### src/rtl/tx_bit_stuffer_if.sv
// tx_bit_stuffer_if: byte-level handshake between a packet source and the
// serial bit stuffer.
//   tx_data  [7:0] packet byte, transmitted LSB first
//   tx_valid       tx_data/tx_last valid
//   tx_last        final byte of the packet
//   tx_ready       stuffer holding register empty, byte can be accepted
// master = packet source, slave = tx_bit_stuffer.
interface tx_bit_stuffer_if;
  logic [7:0] tx_data;
  logic       tx_valid;
  logic       tx_last;
  logic       tx_ready;

  modport master (output tx_data, output tx_valid, output tx_last, input tx_ready);
  modport slave  (input tx_data, input tx_valid, input tx_last, output tx_ready);
endinterface

### src/rtl/tx_bit_stuffer.sv
// tx_bit_stuffer: serialises packet bytes LSB first behind a sync byte,
// inserting a 0 after every run of STUFF_LEN consecutive 1s, then holds the
// line idle for GAP_CYCLES cycles after each packet.
//   clk         sole clock, rising edge
//   rst         asynchronous, active-high reset
//   tx          byte handshake (slave side of tx_bit_stuffer_if)
//   s_data_out  serial bit to the NRZI line driver (0 while s_data_val=0)
//   s_data_val  serial bit valid; falling edge marks end of packet
//   busy        high from packet start through the end of the gap
//   underrun    one-cycle pulse when a non-last byte ends with nothing held
module tx_bit_stuffer #(
  parameter logic [7:0]  SYNC_BYTE  = 8'h80,
  parameter int unsigned STUFF_LEN  = 6,
  parameter int unsigned GAP_CYCLES = 4
) (
  input  logic             clk,
  input  logic             rst,
  tx_bit_stuffer_if.slave  tx,
  output logic             s_data_out,
  output logic             s_data_val,
  output logic             busy,
  output logic             underrun
);

  localparam int unsigned OW = $clog2(STUFF_LEN + 1);
  localparam int unsigned GW = $clog2(GAP_CYCLES + 1);
  localparam logic [OW-1:0] STUFF_MAX = OW'(STUFF_LEN);
  localparam logic [GW-1:0] GAP_LAST  = GW'(GAP_CYCLES - 1);

  typedef enum logic [2:0] {IDLE, SYNC, DATA, STUFF, GAP} state_t;

  state_t        state, state_d;
  logic [2:0]    bit_cnt, bit_cnt_d;
  logic [7:0]    shift, shift_d;
  logic          cur_last, cur_last_d;
  logic          in_sync, in_sync_d;
  logic [OW-1:0] ones, ones_d;
  logic [GW-1:0] gap_cnt, gap_d;
  logic          hold_full, hold_full_d;
  logic [7:0]    hold_data, hold_data_d;
  logic          hold_last, hold_last_d;
  logic          out_d, val_d, busy_d, under_d;

  logic          adv, load, start_sync, emit_en, emit_bit, phase_sync;
  logic [2:0]    bit_inc;
  logic [OW-1:0] ones_base;

  assign tx.tx_ready = ~hold_full & ~rst;

  // Registered outputs always describe the bit currently on the line; the
  // next-state logic computes the following bit together with its state.
  always_comb begin
    state_d     = state;
    bit_cnt_d   = bit_cnt;
    shift_d     = shift;
    cur_last_d  = cur_last;
    in_sync_d   = in_sync;
    ones_d      = ones;
    gap_d       = gap_cnt;
    hold_full_d = hold_full;
    hold_data_d = hold_data;
    hold_last_d = hold_last;
    out_d       = 1'b0;
    val_d       = 1'b0;
    busy_d      = busy;
    under_d     = 1'b0;
    adv         = 1'b0;
    load        = 1'b0;
    start_sync  = 1'b0;
    emit_en     = 1'b0;
    emit_bit    = 1'b0;
    ones_base   = ones;
    bit_inc     = bit_cnt + 3'd1;
    phase_sync  = (state == SYNC) || ((state == STUFF) && in_sync);

    if (tx.tx_valid && tx.tx_ready) begin
      hold_full_d = 1'b1;
      hold_data_d = tx.tx_data;
      hold_last_d = tx.tx_last;
    end

    case (state)
      IDLE: begin
        busy_d = 1'b0;
        if (hold_full) start_sync = 1'b1;
      end
      SYNC, DATA: begin
        if (ones == STUFF_MAX) begin
          state_d   = STUFF;
          in_sync_d = (state == SYNC);
          val_d     = 1'b1;
          ones_d    = '0;
        end else begin
          adv = 1'b1;
        end
      end
      STUFF: adv = 1'b1;
      GAP: begin
        if (gap_cnt == GAP_LAST) begin
          if (hold_full) begin
            start_sync = 1'b1;
          end else begin
            state_d = IDLE;
            busy_d  = 1'b0;
          end
        end else begin
          gap_d = gap_cnt + 1'b1;
        end
      end
      default: state_d = IDLE;
    endcase

    // Continue the current byte, or take the byte-end decision (after any
    // stuff bit, since STUFF also arrives here with bit_cnt unchanged).
    if (adv) begin
      if (bit_cnt != 3'd7) begin
        bit_cnt_d = bit_inc;
        emit_en   = 1'b1;
        if (phase_sync) begin
          state_d  = SYNC;
          emit_bit = SYNC_BYTE[bit_inc];
        end else begin
          state_d  = DATA;
          emit_bit = shift[0];
          shift_d  = {1'b0, shift[7:1]};
        end
      end else if (phase_sync || (!cur_last && hold_full)) begin
        load = 1'b1;
      end else begin
        state_d = GAP;
        gap_d   = '0;
        under_d = ~cur_last;
      end
    end

    if (load) begin
      state_d     = DATA;
      bit_cnt_d   = '0;
      emit_en     = 1'b1;
      emit_bit    = hold_data[0];
      shift_d     = {1'b0, hold_data[7:1]};
      cur_last_d  = hold_last;
      hold_full_d = 1'b0;
    end

    if (start_sync) begin
      state_d   = SYNC;
      bit_cnt_d = '0;
      busy_d    = 1'b1;
      emit_en   = 1'b1;
      emit_bit  = SYNC_BYTE[0];
      ones_base = '0;
    end

    if (emit_en) begin
      val_d  = 1'b1;
      out_d  = emit_bit;
      ones_d = emit_bit ? ones_base + 1'b1 : '0;
    end
  end

  always_ff @(posedge clk or posedge rst) begin
    if (rst) begin
      state      <= IDLE;
      bit_cnt    <= '0;
      shift      <= '0;
      cur_last   <= 1'b0;
      in_sync    <= 1'b0;
      ones       <= '0;
      gap_cnt    <= '0;
      hold_full  <= 1'b0;
      hold_data  <= '0;
      hold_last  <= 1'b0;
      s_data_out <= 1'b0;
      s_data_val <= 1'b0;
      busy       <= 1'b0;
      underrun   <= 1'b0;
    end else begin
      state      <= state_d;
      bit_cnt    <= bit_cnt_d;
      shift      <= shift_d;
      cur_last   <= cur_last_d;
      in_sync    <= in_sync_d;
      ones       <= ones_d;
      gap_cnt    <= gap_d;
      hold_full  <= hold_full_d;
      hold_data  <= hold_data_d;
      hold_last  <= hold_last_d;
      s_data_out <= out_d;
      s_data_val <= val_d;
      busy       <= busy_d;
      underrun   <= under_d;
    end
  end

endmodule

### src/flat_wrapper.sv
// flat-port wrapper written by rule: the top's interface ports become plain ports
module tx_bit_stuffer_flat 
#(
  parameter logic [7:0]  SYNC_BYTE  = 8'h80,
  parameter int unsigned STUFF_LEN  = 6,
  parameter int unsigned GAP_CYCLES = 4
)
  (clk, rst, s_data_out, s_data_val, busy, underrun, tx_tx_data, tx_tx_valid, tx_tx_last, tx_tx_ready);
  tx_bit_stuffer_if tx_i ();
  input  logic clk;
  input  logic rst;
  output logic s_data_out;
  output logic s_data_val;
  output logic busy;
  output logic underrun;
  input wire logic [$bits(tx_i.tx_data)-1:0] tx_tx_data;
  input wire logic [$bits(tx_i.tx_valid)-1:0] tx_tx_valid;
  input wire logic [$bits(tx_i.tx_last)-1:0] tx_tx_last;
  output wire logic [$bits(tx_i.tx_ready)-1:0] tx_tx_ready;
  assign tx_i.tx_data = tx_tx_data;
  assign tx_i.tx_valid = tx_tx_valid;
  assign tx_i.tx_last = tx_tx_last;
  assign tx_tx_ready = tx_i.tx_ready;
  tx_bit_stuffer #(.SYNC_BYTE(SYNC_BYTE), .STUFF_LEN(STUFF_LEN), .GAP_CYCLES(GAP_CYCLES)) u_core (.clk(clk), .rst(rst), .tx(tx_i), .s_data_out(s_data_out), .s_data_val(s_data_val), .busy(busy), .underrun(underrun));
endmodule
### config.mk
export PLATFORM = sky130hd
export DESIGN_NAME = tx_bit_stuffer_flat
export DESIGN_NICKNAME = d
export VERILOG_FILES = /design/src/rtl/tx_bit_stuffer_if.sv /design/src/rtl/tx_bit_stuffer.sv /design/src/flat_wrapper.sv
export SDC_FILE = /design/constraint.sdc
export NUM_CORES = 1
export LEC_CHECK = 0
export ABC_AREA = 1
export CAP_MARGIN = 20
export CELL_PAD_IN_SITES_DETAIL_PLACEMENT = 1
export CELL_PAD_IN_SITES_GLOBAL_PLACEMENT = 1
export CORE_ASPECT_RATIO = 0.7
export CORE_MARGIN = 10
export CORE_UTILIZATION = 25
export DETAILED_ROUTE_END_ITERATION = 10
export PLACE_DENSITY = 0.5
export SLEW_MARGIN = 20
export SYNTH_ARGS = -nofsm -noshare
export SYNTH_HDL_FRONTEND = slang
export SYNTH_SLANG_ARGS = --single-unit
### constraint.sdc
create_clock -name clk -period 1.95 [get_ports clk]
set_input_delay 0.39 -clock clk [delete_from_list [all_inputs] [get_ports clk]]
set_output_delay 0.39 -clock clk [all_outputs]
set_load 0.01 [all_outputs]
== After elaboration in Yosys (flattened, before gate mapping) ==
Memory sizes are Yosys's and may differ from the RTL's.
Index checks and enable logic that the tools add are counted.

* Flip-flop bits (word level): 36
* ROM bits: 8
* Output and inout bits: 5
* Logic and storage cells: 114
* Memories: 1

* Add/subtract/negate cells: 3
* Magnitude comparators: 1
* Equality and inequality tests: 10
* Mux-type cells: 59
* Bitwise logic cells: 4
* Reduce and logical (&&, ||, !) cells: 22

{| class="wikitable"
|+ Memory list
! name !! depth !! bits a word !! rd ports !! clocked after Yosys merged registers in !! wr ports !! line !! source
|-
| (no name shown) || 8 || 1 || 1 || 0 || 0 || tx_bit_stuffer.sv:121 || <nowiki>emit_bit = SYNC_BYTE[bit_inc];</nowiki>
|}

{| class="wikitable"
|+ Operator list
! operator !! count
|-
| 3-bit two-way mux || 22
|-
| 8-bit two-way mux || 4
|-
| 1-bit two-way mux || 28
|-
| 2-bit nonzero test || 5
|-
| 3-bit by 1-bit adder with 3-bit output, second input constant || 3
|-
| 3-bit by 2-bit equality test with 1-bit output, second input constant || 3
|-
| 3-bit case mux with 3 select lines || 1
|-
| 3-bit nonzero test || 3
|-
| 3-bit equality test, second input constant || 2
|-
| 3-bit inequality test, second input constant || 2
|-
| 1-bit case mux with 2 select lines || 3
|-
| 2-bit AND reduction || 3
|-
| 3-bit AND reduction || 2
|-
| 3-bit by 4-bit < comparator with 1-bit output, second input constant || 1
|-
| 2-bit OR reduction || 2
|-
| 3-bit by 1-bit equality test with 1-bit output, second input constant || 1
|-
| 1-bit logical AND || 3
|-
| 3-bit zero test || 1
|-
| 3-bit by 1-bit inequality test with 1-bit output, second input constant || 1
|-
| 1-bit inverter || 3
|-
| 1-bit logical OR || 2
|-
| 2-bit two-way mux || 1
|-
| 2-bit by 1-bit inequality test with 1-bit output, second input constant || 1
|-
| 1-bit AND || 1
|-
| 1-bit zero test || 1
|}

== Longest topological paths before layout ==
Gate-level depths: netlist of the first run.

* Depth in word-level cells: 11
* Mapped depth: 10

== Worst setup path after synthesis of the first run ==
OpenSTA, ideal clock, no wires.

* Path type: reg2reg
* Start: register u_core.state[1]
* End: register u_core.ones[2]
* Setup time: 0.065 ns
* Arrival time: 1.460 ns
* Data required time: 1.885 ns
* Path slack: 0.425 ns
* Stages on the path, launching flop included: 10
* Period minus slack after synthesis: 1.525 ns
* Cells stage by stage: dfrtp_1 > nor3_2 > nand2_1 > nand3_2 > nand2_1 > inv_1 > ha_1 > xor2_1 > nand2_1 > nand2_1

* Cells in the longest elaborated chain, start to end: 11

{| class="wikitable"
|+ RTL lines
! element !! line !! source
|-
| start, declared || tx_bit_stuffer.sv:32 || <nowiki>state_t state, state_d;</nowiki>
|-
| start signal, assigned || tx_bit_stuffer.sv:179 || <nowiki>state <= state_d;</nowiki>
|-
| 3-bit by 2-bit equality test with 1-bit output || tx_bit_stuffer.sv:74, tx_bit_stuffer.sv:82 ||
|-
| 1-bit logical AND || tx_bit_stuffer.sv:74 || <nowiki>phase_sync = (state == SYNC) || ((state == STUFF) && in_sync);</nowiki>
|-
| 1-bit logical OR || tx_bit_stuffer.sv:74 ||
|-
| 1-bit logical OR || tx_bit_stuffer.sv:127 || <nowiki>end else if (phase_sync || (!cur_last && hold_full)) begin</nowiki>
|-
| 1-bit two-way mux || tx_bit_stuffer.sv:127 ||
|-
| 1-bit two-way mux || tx_bit_stuffer.sv:116 || <nowiki>if (bit_cnt != 3'd7) begin</nowiki>
|-
| 1-bit two-way mux || tx_bit_stuffer.sv:115 || <nowiki>if (adv) begin</nowiki>
|-
| 1-bit two-way mux || tx_bit_stuffer.sv:136 || <nowiki>if (load) begin</nowiki>
|-
| 1-bit two-way mux || tx_bit_stuffer.sv:146 || <nowiki>if (start_sync) begin</nowiki>
|-
| 3-bit two-way mux / 2-bit nonzero test (equally long branches) || - ||
|-
| 3-bit two-way mux / 2-bit AND reduction (equally long branches) || - ||
|-
| end signal, assigned || tx_bit_stuffer.sv:184 || <nowiki>ones <= ones_d;</nowiki>
|-
| end, declared || tx_bit_stuffer.sv:37 || <nowiki>logic [OW-1:0] ones, ones_d;</nowiki>
|}

Several ways; a longest one is shown, not always the timed one.
A chain may end at the register's enable or synchronous reset.

== Worst setup path in the final report of the first run ==
* Start: input port rst
* End: output port tx_tx_ready

* Cells in the longest elaborated chain, start to end: 2

{| class="wikitable"
|+ RTL lines
! element !! line !! source
|-
| start, declared || flat_wrapper.sv:11 || <nowiki>input logic rst;</nowiki>
|-
| 1-bit inverter || tx_bit_stuffer.sv:48 || <nowiki>assign tx.tx_ready = ~hold_full & ~rst;</nowiki>
|-
| 1-bit AND || tx_bit_stuffer.sv:48 ||
|-
| end, declared || flat_wrapper.sv:19 || <nowiki>output wire logic [$bits(tx_i.tx_ready)-1:0] tx_tx_ready;</nowiki>
|}

No other way between the ends.

==> reports/metrics.cfg, run 1 <==
[clock_tree]
path_clk_slew_ns = 0.07
clock-sinks = 35
postCtsHoldBufs = 0
cts-root-buf = clkbuf_8
cts_buffers = 5
post_cts_buffers = 0
insertion_delay_ns = 0.28
clock_path_buffers = 2
htree_levels = 2
cts_tree = built
cts-resized-gates = 0

[power]
p_int_mw = 1.79
p_seq_frac = 0.381
switching_power_mw = 1.24
swShare = 0.410
p_clk_frac = 0.195
p_comb_frac = 0.425
ir_drop_v = 0.000353
powerDensity_nw_per_um2 = 1410
cellLeakagePower_nw = 1.07

[synth]
synth-compound-area-share = 0.0596
synth_edf_count = 0
async_flop_share = 1.00
ys_seq_area_frac = 0.503
ys.flop_type = dfrtp_1
synth_top_family_by_area = simple AND/OR/NAND/NOR gates
ys_ff_latch = 35
synthXorXnorAreaFrac = 0.0101
synth_fa_ha_area_frac = 0.0359
synth_area_per_cell_sq_um = 9.37
syn_nets = 203
ys_types = 25
netlist_area_sq_um = 1740
syn_inst = 186
yosysWarnings = 0
synthSimpleGateAreaFrac = 0.281
synth_mux_area_frac = 0.0581

[critical_path]
critPathArrivalTime_ns = 1.50
crit_path_max_incr_delay_ns = 0.56
crit_top_cell = clkdlybuf4s50_1
cp_cell_sequence = clkdlybuf4s50_1 > nor2_1 > clkdlybuf4s50_1
critPathRequiredTime_ns = 1.56
cpMaxStageDelayCell = clkdlybuf4s50_1
critical_path_class = in -> out
crit_path_end_kind = primary output
critPathMaxFanout = 2
startpoint_type = primary input

[final_layout]
postLayoutCoreUtil = 0.319
fin_nets = 230
fill_cells = 810
n_antenna_cell = 0
area_delta_synth_final_pct = 23.7
drive_gt1_frac = 0.220

[die]
die_y_um = 89.9
placementRows = 25
die_area_sq_um = 10800
core-area_sq_um = 6760
io_pins = 17
start_util = 0.258
die_w_um = 120

[placed_design]
gp_congestion = 0.736
io_buffer_count = 16
hpwl_um = 2860

[sta]
period_needed_ns = 1.89
rsz0062_at_grt = false
hold_violations = 0
fin_crit_sh = 0.970
setup_viol = 0
fmax_mhz = 528
slew_violations = 0
slew_headroom = 0.686
tns_ns = 0
finalClockSkew_ns = 0.00490
worst-slew-pin-transition_ns = 0.471

[detailed_routing]
drc = 0
antenna_left = 0
dr.pass1.iters = 4
drt_first_iter_violations = 35
routedWlPerCell_um = 12.6
route.vias.total = 1270
wl_um = 3880
via_per_inst = 4.12

[grt]
grt_usage = 0.0789
grt_pass1_vias = 1398
grt_start_max_net_pins = 36
antenna_found_initial = 0
grt_overflow_total = 0
grt_pass1_wl_um = 6970

[flow_run]
max_cap_viol_count = 0

[min_path]
hp-class = reg -> reg

[outcome]
outcome = finished, final reports clean

==> power by group through the flow <==
stage	logic [mW]	registers (mW)	clock network, mW
6_report	1.29	1.15	0.590
5_1_grt	1.46	1.20	0.658
4_1_cts	1.31	1.16	0.622
3_5_place_dp	1.31	1.17	0
3_3_place_gp	1.29	1.17	0
2_1_floorplan	0.987	1.13	0
==> flip-flops by register name (all words and copies together), names as in the netlist <==
name / count
u_core.hold_last: 1
u_core.shift: 7
u_core.in_sync: 1
u_core.hold_full: 1
u_core.ones: 3
u_core.state: 3
u_core.cur_last: 1
u_core.s_data_val: 1
u_core.underrun: 1
u_core.busy: 1
u_core.hold_data: 8
u_core.gap_cnt: 3
u_core.s_data_out: 1
u_core.bit_cnt: 3
==> stage by stage <==
stage          hold slack (ns)  instances  total power, mW  worst slack, ns  cell area (sq um)
2_1_floorplan            0.410        186             2.12            0.425               1740
3_3_place_gp             0.459        300             2.46           0.0676               2060
3_5_place_dp             0.452        300             2.48           0.0490               2060
4_1_cts                  0.464        308             3.09           0.0427               2160
5_1_grt                  0.477        308             3.31           0.0168               2160
6_report                 0.458        308             3.03           0.0577               2160
==> metal layers <==
layer / wire length (um) / up-vias / track usage
li1: - / 647 / -
met3: 183 / 2 / 0.0300
met5: 0 / - / 0
met4: 14 / 0 / 0.0240
met1: 2080 / 607 / 0.108
met2: 1600 / 14 / 0.111
==> cells by family (layout without fill, tap and decap cells) <==
kind of cell | count (synthesis) | after routing
and+or+nand+nor | 97 | 97
DFF | 35 | 35
buffers and inverters | 21 | 49
AOI/OAI and AO/OA | 17 | 17
muxes | 9 | 9
adders and majority gates | 5 | 5
xor gates and xnor gates | 2 | 2
==> cells in the final DEF (no fill, tap or decap), types with 4 or more instances in the layout <==
master,n
buf_4,4
clkbuf_8,7
a21oi_1,5
inv_1,15
nor2_1,5
ha_1,5
nand2_4,5
nand2_1,59
clkdlybuf4s50_1,16
nor2_2,5
mux2_2,9
o21ai_0,5
nand3_1,11
dfrtp_1,35
o21ai_1,4
inv_2,4
==> Yosys cell counts, types with 2 or more instances <==
cell type / n / area, sq um
nand2_1: 59 / 221
dfrtp_1: 35 / 876
inv_1: 15 / 56.3
nand3_1: 11 / 55.1
mux2_2: 9 / 101
a21oi_1: 5 / 25.0
ha_1: 5 / 62.6
nand2_4: 5 / 56.3
nor2_1: 5 / 18.8
nor2_2: 5 / 31.3
o21ai_0: 5 / 25.0
inv_2: 4 / 15.0
o21ai_1: 4 / 20.0
nand2_2: 3 / 18.8
nand3_2: 3 / 30.0
nand3b_1: 3 / 22.5
xor2_1: 2 / 17.5
==> final cells by class <==
type | instances | area [sq um] | area share
tap | 94 | 118 | 0.0546
sequential | 35 | 876 | 0.406
timing repair buffer | 21 | 210 | 0.0975
multi-input combinational | 130 | 774 | 0.359
inverter | 20 | 77.6 | 0.0360
clock buffer | 8 | 100 | 0.0464
==> critical path: cells and delay by family <==
family | cells | cell delay, ns
buf+inv | 2 | 0.98
simple gates | 1 | 0.13
==> final timing paths <==
path / start / to / slack (ns) / depth (start not counted)
worst max-delay path: rst / tx_tx_ready / 0.06 / 3
worst min-delay path: u_core.cur_last$_DFFE_PP0P_ / u_core.underrun$_DFF_PP0_ / 0.46 / 1
worst max register to register: u_core.bit_cnt[1]$_DFFE_PP0P_ / u_core.shift[2]$_DFFE_PP0P_ / 0.26 / 9
worst min register to register: u_core.cur_last$_DFFE_PP0P_ / u_core.underrun$_DFF_PP0_ / 0.46 / 1
max in group asynchronous: rst / u_core.ones[2]$_DFFE_PP0P_ / 1.03 / 3
min in group asynchronous: rst / u_core.hold_data[2]$_DFFE_PP0P_ / 0.58 / 3
Power figures use the tool's default switching activity.
==> run 2, diff against run 1 <==
--- a/config.mk
+++ b/config.mk
@@ -11,9 +11,10 @@
 export CELL_PAD_IN_SITES_GLOBAL_PLACEMENT = 1
 export CORE_ASPECT_RATIO = 0.7
 export CORE_MARGIN = 10
-export CORE_UTILIZATION = 25
+export CORE_UTILIZATION = 30
 export DETAILED_ROUTE_END_ITERATION = 10
-export PLACE_DENSITY = 0.5
+export PLACE_DENSITY = 0.58
+export RECOVER_POWER = 25
 export SLEW_MARGIN = 20
 export SYNTH_ARGS = -nofsm -noshare
 export SYNTH_HDL_FRONTEND = slang
==> run 2 against run 1 <==
Net effect: die area decreased by 14%; utilization increased by 5.9 points; non-clock buffer count decreased by 2; global-route usage increased by 1.6 points; routed wire length increased by 3.7%; design area decreased by 0.58%; critical endpoint is now u_core.shift[2]$_DFFE_PP0P_; flip-flop and latch count unchanged; sequential share of layout area increased by 0.24 points; clock-buffer cell count decreased by 3; worst setup slack improved by 0.21 ns; final cell count decreased by 6.8%; fmax increased by 12%.
==> reports/metrics.cfg, run 2 (synthesis results as in run 1) <==
[sta]
slew_headroom = 0.517  ; -0.169
tns_ns = 0  ; unchanged
slew_violations = 0  ; unchanged
worst-slew-pin-transition_ns = 0.724  ; +0.254 ns
fmax_mhz = 594  ; +12%
finalClockSkew_ns = 0.00368  ; -0.00122 ns
period_needed_ns = 1.68  ; -0.208 ns
rsz0062_at_grt = false
setup_viol = 0  ; unchanged
hold_violations = 0  ; unchanged
fin_crit_sh = 0.864  ; -0.107
setup_ws_ns = 0.266  ; +0.208 ns

[final_layout]
fill_cells = 645  ; -20%
top_register = u_core.hold_data
most-common-layout-cells = 59 x nand2_1, 35 x dfrtp_1, 15 x inv_1
drive_gt1_frac = 0.212  ; -0.00736
fin_nets = 228  ; -0.87%
area_delta_synth_final_pct = 23.0
largest_reg_flops = 8  ; unchanged
final_common_cell = nand2_1
n_antenna_cell = 0  ; unchanged
instances_no_fill = 287  ; -6.8%
reg_top3 = u_core.hold_data x8, u_core.shift x7

[min_path]
hold_depth = 1  ; unchanged
hp-class = reg -> reg
min_from = u_core.cur_last$_DFFE_PP0P_
whs_endpoint = u_core.underrun$_DFF_PP0_

[clock_tree]
cts_tree = built
cts_buffers = 5  ; unchanged
clock-sinks = 35  ; unchanged
path_clk_slew_ns = 0.07  ; about the same
cts-root-buf = clkbuf_8
post_cts_buffers = 0  ; unchanged
clock_path_buffers = 2  ; unchanged
insertion_delay_ns = 0.29  ; about the same
htree_levels = 2  ; unchanged

[die]
core-area_sq_um = 5670  ; -16%
io_pins = 17  ; unchanged
die_w_um = 111  ; -7.3%
die_area_sq_um = 9310  ; -14%
start_util = 0.307  ; +0.0495
die_y_um = 83.8  ; -6.8%
placementRows = 23  ; -8.0%

[grt]
antenna_found_initial = 0  ; unchanged
grt_pass1_vias = 1476  ; +5.6%
grt_start_max_net_pins = 23  ; -36%
grt_usage = 0.0945  ; +0.0156
grt_overflow_total = 0  ; unchanged
grt_pass1_wl_um = 7280  ; +4.4%

[power]
p_clk_frac = 0.243  ; +0.048
p_seq_frac = 0.359  ; -0.022
p_comb_frac = 0.398  ; -0.027
powerDensity_nw_per_um2 = 1510  ; +7.3%
ir_drop_v = 0.000473  ; +34%
p_int_mw = 1.96  ; +9.9%
cellLeakagePower_nw = 1.08  ; +0.99%
switching_power_mw = 1.27  ; +2.1%
swShare = 0.392  ; -0.0175

[critical_path]
cp_top_family = adder cells
r2r_slack_ns = 0.27  ; about the same
critPathRequiredTime_ns = 2.13  ; +0.57 ns
r2r_cells = 9  ; unchanged
critPathMaxFanout = 9  ; +7
r2r-end = u_core.shift[2]$_DFFE_PP0P_
crit_path_end_kind = register
crit_path_max_incr_delay_ns = 0.38  ; -0.18 ns
cp_cell_sequence = ha_1 > ha_1 > inv_1 > a21oi_4 > nand2_4 > nand2_1 > nand2_1 > nand2_1 > nand2_1
critical_path_class = reg -> reg
critPathArrivalTime_ns = 1.87  ; +0.37 ns
r2r_start = u_core.bit_cnt[1]$_DFFE_PP0P_
startpoint_type = register
crit_top_cell = nand2_1
cpMaxStageDelayCell = dfrtp_1
path_buf_inv = 1  ; -1

[flow_run]
max_cap_viol_count = 0  ; unchanged

[detailed_routing]
antenna_left = 0  ; unchanged
routedWlPerCell_um = 14.0  ; +11%
dr.pass1.iters = 4  ; unchanged
wl_um = 4020  ; +3.7%
drt_first_iter_violations = 26  ; -26%
via_per_inst = 4.55  ; +10%
route.vias.total = 1306  ; +2.8%
drc = 0  ; unchanged

[placed_design]
io_buffer_count = 16  ; unchanged
gp_congestion = 0.743  ; +0.98%
dp.cells = 279  ; -7.0%
hpwl_um = 3130  ; +9.5%
pre_cts_ws_ns = 0.0178  ; -0.0313 ns

[outcome]
outcome = finished, final reports clean

==> run 2: per-stage QoR <==
stage / hold WS, ns / area [sq um] / utilization / power, mW
after floorplan: 0.410 / 1740 / - / 2.12
after global placement: 0.433 / 2000 / 0.354 / 2.39
after detailed placement: 0.446 / 2000 / 0.354 / 2.49
after CTS: 0.466 / 2140 / 0.378 / 3.30
after global routing: 0.482 / 2140 / 0.378 / 3.52
final: 0.456 / 2140 / 0.378 / 3.23
==> run 2: area by class of cell <==
class | instances | area [sq um] | area share
Clock buffer | 5 | 68.8 | 0.0321
Clock inverter | 3 | 67.6 | 0.0315
Inverter | 20 | 77.6 | 0.0362
Multi-Input combinational cell | 130 | 781 | 0.364
Sequential cell | 35 | 876 | 0.409
Tap cell | 75 | 93.8 | 0.0438
Timing Repair Buffer | 19 | 179 | 0.0835
==> run 2: worst max path at each step <==
stage                                              to  depth (start not counted)                          start
after detailed placement                  tx_tx_ready                          3                            rst
final                     u_core.shift[2]$_DFFE_PP0P_                          9  u_core.bit_cnt[1]$_DFFE_PP0P_
after global routing      u_core.shift[0]$_DFFE_PP0P_                          9  u_core.bit_cnt[1]$_DFFE_PP0P_
after global placement                    tx_tx_ready                          3                            rst
after CTS                                 tx_tx_ready                          3                            rst
after floorplan            u_core.ones[2]$_DFFE_PP0P_                          9      u_core.state[1]$_DFF_PP0_
==> run 2: timing repair <==
item,4_1_cts,5_1_grt
gates resized for setup,0,2
endpoints found under the setup margin,0,2
hold buffers,0,0
==> run 2: power by group through the flow <==
stage,registers [mW],clock network [mW],logic [mW]
after floorplan,1.13,0,0.987
after detailed placement,1.18,0,1.32
final,1.16,0.785,1.29
after CTS,1.16,0.811,1.32
after global placement,1.15,0,1.24
after global routing,1.21,0.847,1.47
==> run 2: per-layer routing <==
| metal | global-route usage | vias up | part of all wire |
|---|---|---|---|
| li1 | - | 644 | - |
| met1 | 0.105 | 637 | 0.44 |
| met2 | 0.167 | 18 | 0.52 |
| met3 | 0.0302 | 7 | 0.032 |
| met4 | 0.0303 | 0 | 0.014 |
| met5 | 0 | - | 0 |
==> run 3, diff against run 2 <==
==> constraint.sdc (replaced) <==
create_clock -name clk -period 2.1 [get_ports clk]
set_input_delay 0.42 -clock clk [delete_from_list [all_inputs] [get_ports clk]]
set_output_delay 0.42 -clock clk [all_outputs]
set_load 0.01 [all_outputs]
==> run 3 against run 2 <==
Net effect: worst hold slack better by 0.0021 ns; clock-buffer cell count grew 1; critical path type is now in -> out; global-route usage down 0.33 points; register-to-register slack better by 0.02 ns; worst setup slack got worse by 0.12 ns; sequential power down 8%; highest routed layer unchanged; largest power group unchanged.
==> reports/metrics.cfg, run 3 (synthesis results as in run 1) <==
[outcome]
outcome = finished, final reports clean

[detailed_routing]
route.vias.total = 1316  ; +0.77%
dr.pass1.iters = 4  ; unchanged
drt_first_iter_violations = 50  ; +92%
via_per_inst = 4.60  ; +1.1%
wl_um = 3920  ; -2.5%
drc = 0  ; unchanged
routedWlPerCell_um = 13.7  ; -2.1%
antenna_left = 0  ; unchanged

[clock_tree]
cts-resized-gates = 0  ; unchanged
postCtsHoldBufs = 0  ; unchanged
clock_path_buffers = 2  ; unchanged
insertion_delay_ns = 0.29  ; about the same
post_cts_buffers = 0  ; unchanged
htree_levels = 2  ; unchanged
cts-root-buf = clkbuf_8
clock-sinks = 35  ; unchanged
cts_buffers = 5  ; unchanged
cts_tree = built
path_clk_slew_ns = 0.07  ; about the same

[power]
p_int_mw = 1.81  ; -8.0%
p_seq_frac = 0.362  ; +0.003
cellLeakagePower_nw = 1.05  ; -2.3%
switching_power_mw = 1.15  ; -9.0%
p_clk_frac = 0.245  ; +0.002
total_power_mw = 2.96  ; -8.4%
powerDensity_nw_per_um2 = 1400  ; -7.5%
p_comb_frac = 0.393  ; -0.005
swShare = 0.390  ; -0.00272
ir_drop_v = 0.000372  ; -21%

[placed_design]
pre_cts_ws_ns = 0.128  ; +0.110 ns
dp.cells = 278  ; -0.36%
gp_congestion = 0.751  ; +1.0%
hpwl_um = 3070  ; -1.7%
io_buffer_count = 16  ; unchanged
postPlaceCellArea_sq_um = 2000  ; -0.37%

[die]
die_w_um = 111  ; unchanged
die_y_um = 83.8  ; unchanged
placementRows = 23  ; unchanged
start_util = 0.307  ; unchanged
core-area_sq_um = 5670  ; unchanged
die_area_sq_um = 9310  ; unchanged
io_pins = 17  ; unchanged

[critical_path]
crit_path_end_kind = primary output
critPathRequiredTime_ns = 1.68  ; -0.45 ns
path_buf_inv = 2  ; +1
cp_cell_sequence = clkdlybuf4s50_1 > nor2_1 > clkdlybuf4s50_1
critPathArrivalTime_ns = 1.53  ; -0.34 ns
critical_path_class = in -> out
r2r_slack_ns = 0.29  ; +0.02 ns
crit_top_cell = clkdlybuf4s50_1
crit_path_max_incr_delay_ns = 0.56  ; +0.18 ns
cp_top_family = buffers and inverters
critPathMaxFanout = 2  ; -7
cpMaxStageDelayCell = clkdlybuf4s50_1
startpoint_type = primary input

[final_layout]
drive_gt1_frac = 0.199  ; -0.0132
instances_no_fill = 286  ; -0.35%
final_common_cell = nand2_1
most-common-layout-cells = 59 x nand2_1, 35 x dfrtp_1, 16 x clkdlybuf4s50_1
reg_top3 = u_core.hold_data x8, u_core.shift x7
largest_reg_flops = 8  ; unchanged
area_delta_synth_final_pct = 21.8
postLayoutCoreUtil = 0.374  ; -0.00375
fin_area_sq_um = 2120  ; -0.99%
fill_cells = 657  ; +1.9%
n_antenna_cell = 0  ; unchanged
top_register = u_core.hold_data
fin_nets = 227  ; -0.44%

[min_path]
hp-class = reg -> reg

[grt]
grt.met1_usage = 0.104  ; -0.000832
grt_pass1_wl_um = 7000  ; -3.9%
grt_overflow_total = 0  ; unchanged
grt_start_max_net_pins = 23  ; unchanged
met3_usage = 0.0323  ; +0.00216
grt_pass1_vias = 1433  ; -2.9%
met2_usage = 0.152  ; -0.0155
grt_usage = 0.0913  ; -0.00328
antenna_found_initial = 0  ; unchanged
busiest_layer = met2

[sta]
hold_violations = 0  ; unchanged
setup_ws_ns = 0.147  ; -0.119 ns
whs_ns = 0.458  ; +0.00210 ns
period_needed_ns = 1.95
slew_headroom = 0.168  ; -0.349
tns_ns = 0  ; unchanged
worst-slew-pin-transition_ns = 1.25  ; +0.524 ns
finalClockSkew_ns = 0.00629  ; +0.00261 ns
rsz0062_at_grt = false
fin_crit_sh = 0.930
slew_violations = 0  ; unchanged
fmax_mhz = 512
setup_viol = 0  ; unchanged

[flow_run]
max_cap_viol_count = 0  ; unchanged

[run 3: area by class of cell]
cell class                 count  area (sq um)  share of cell area
timing repair buffer          18           168              0.0790
clock inverter                 2          60.1              0.0283
inverter                      20          77.6              0.0366
clock buffer                   6          72.6              0.0342
sequential                    35           876               0.413
multi-input combinational    130           774               0.365
tap                           75          93.8              0.0442
[run 3: power by group through the flow]
| stage | sequential, mW | combinational, mW | clock (mW) |
|---|---|---|---|
| floorplan | 1.05 | 0.916 | 0 |
| global placement | 1.07 | 1.13 | 0 |
| detailed placement | 1.09 | 1.19 | 0 |
| CTS | 1.08 | 1.20 | 0.753 |
| global route | 1.11 | 1.33 | 0.791 |
| finish | 1.07 | 1.16 | 0.726 |
[run 3: path summary, 6_finish.rpt]
check | end | depth (start not counted) | start
setup / recovery | tx_tx_ready | 3 | rst
hold / removal | u_core.underrun$_DFF_PP0_ | 1 | u_core.cur_last$_DFFE_PP0P_
setup reg to reg | u_core.ones[2]$_DFFE_PP0P_ | 9 | u_core.state[1]$_DFF_PP0_
hold reg to reg | u_core.underrun$_DFF_PP0_ | 1 | u_core.cur_last$_DFFE_PP0P_
max in group asynchronous | u_core.ones[0]$_DFFE_PP0P_ | 3 | rst
min in group asynchronous | u_core.hold_full$_DFFE_PP0P_ | 3 | rst
[run 3: metal layers]
layer | wire, um | vias to the layer above | share of wire
li1 | - | 640 | -
met1 | 1740 | 644 | 0.44
met2 | 1930 | 24 | 0.49
met3 | 191 | 8 | 0.049
met4 | 59 | 0 | 0.015
met5 | 0 | - | 0
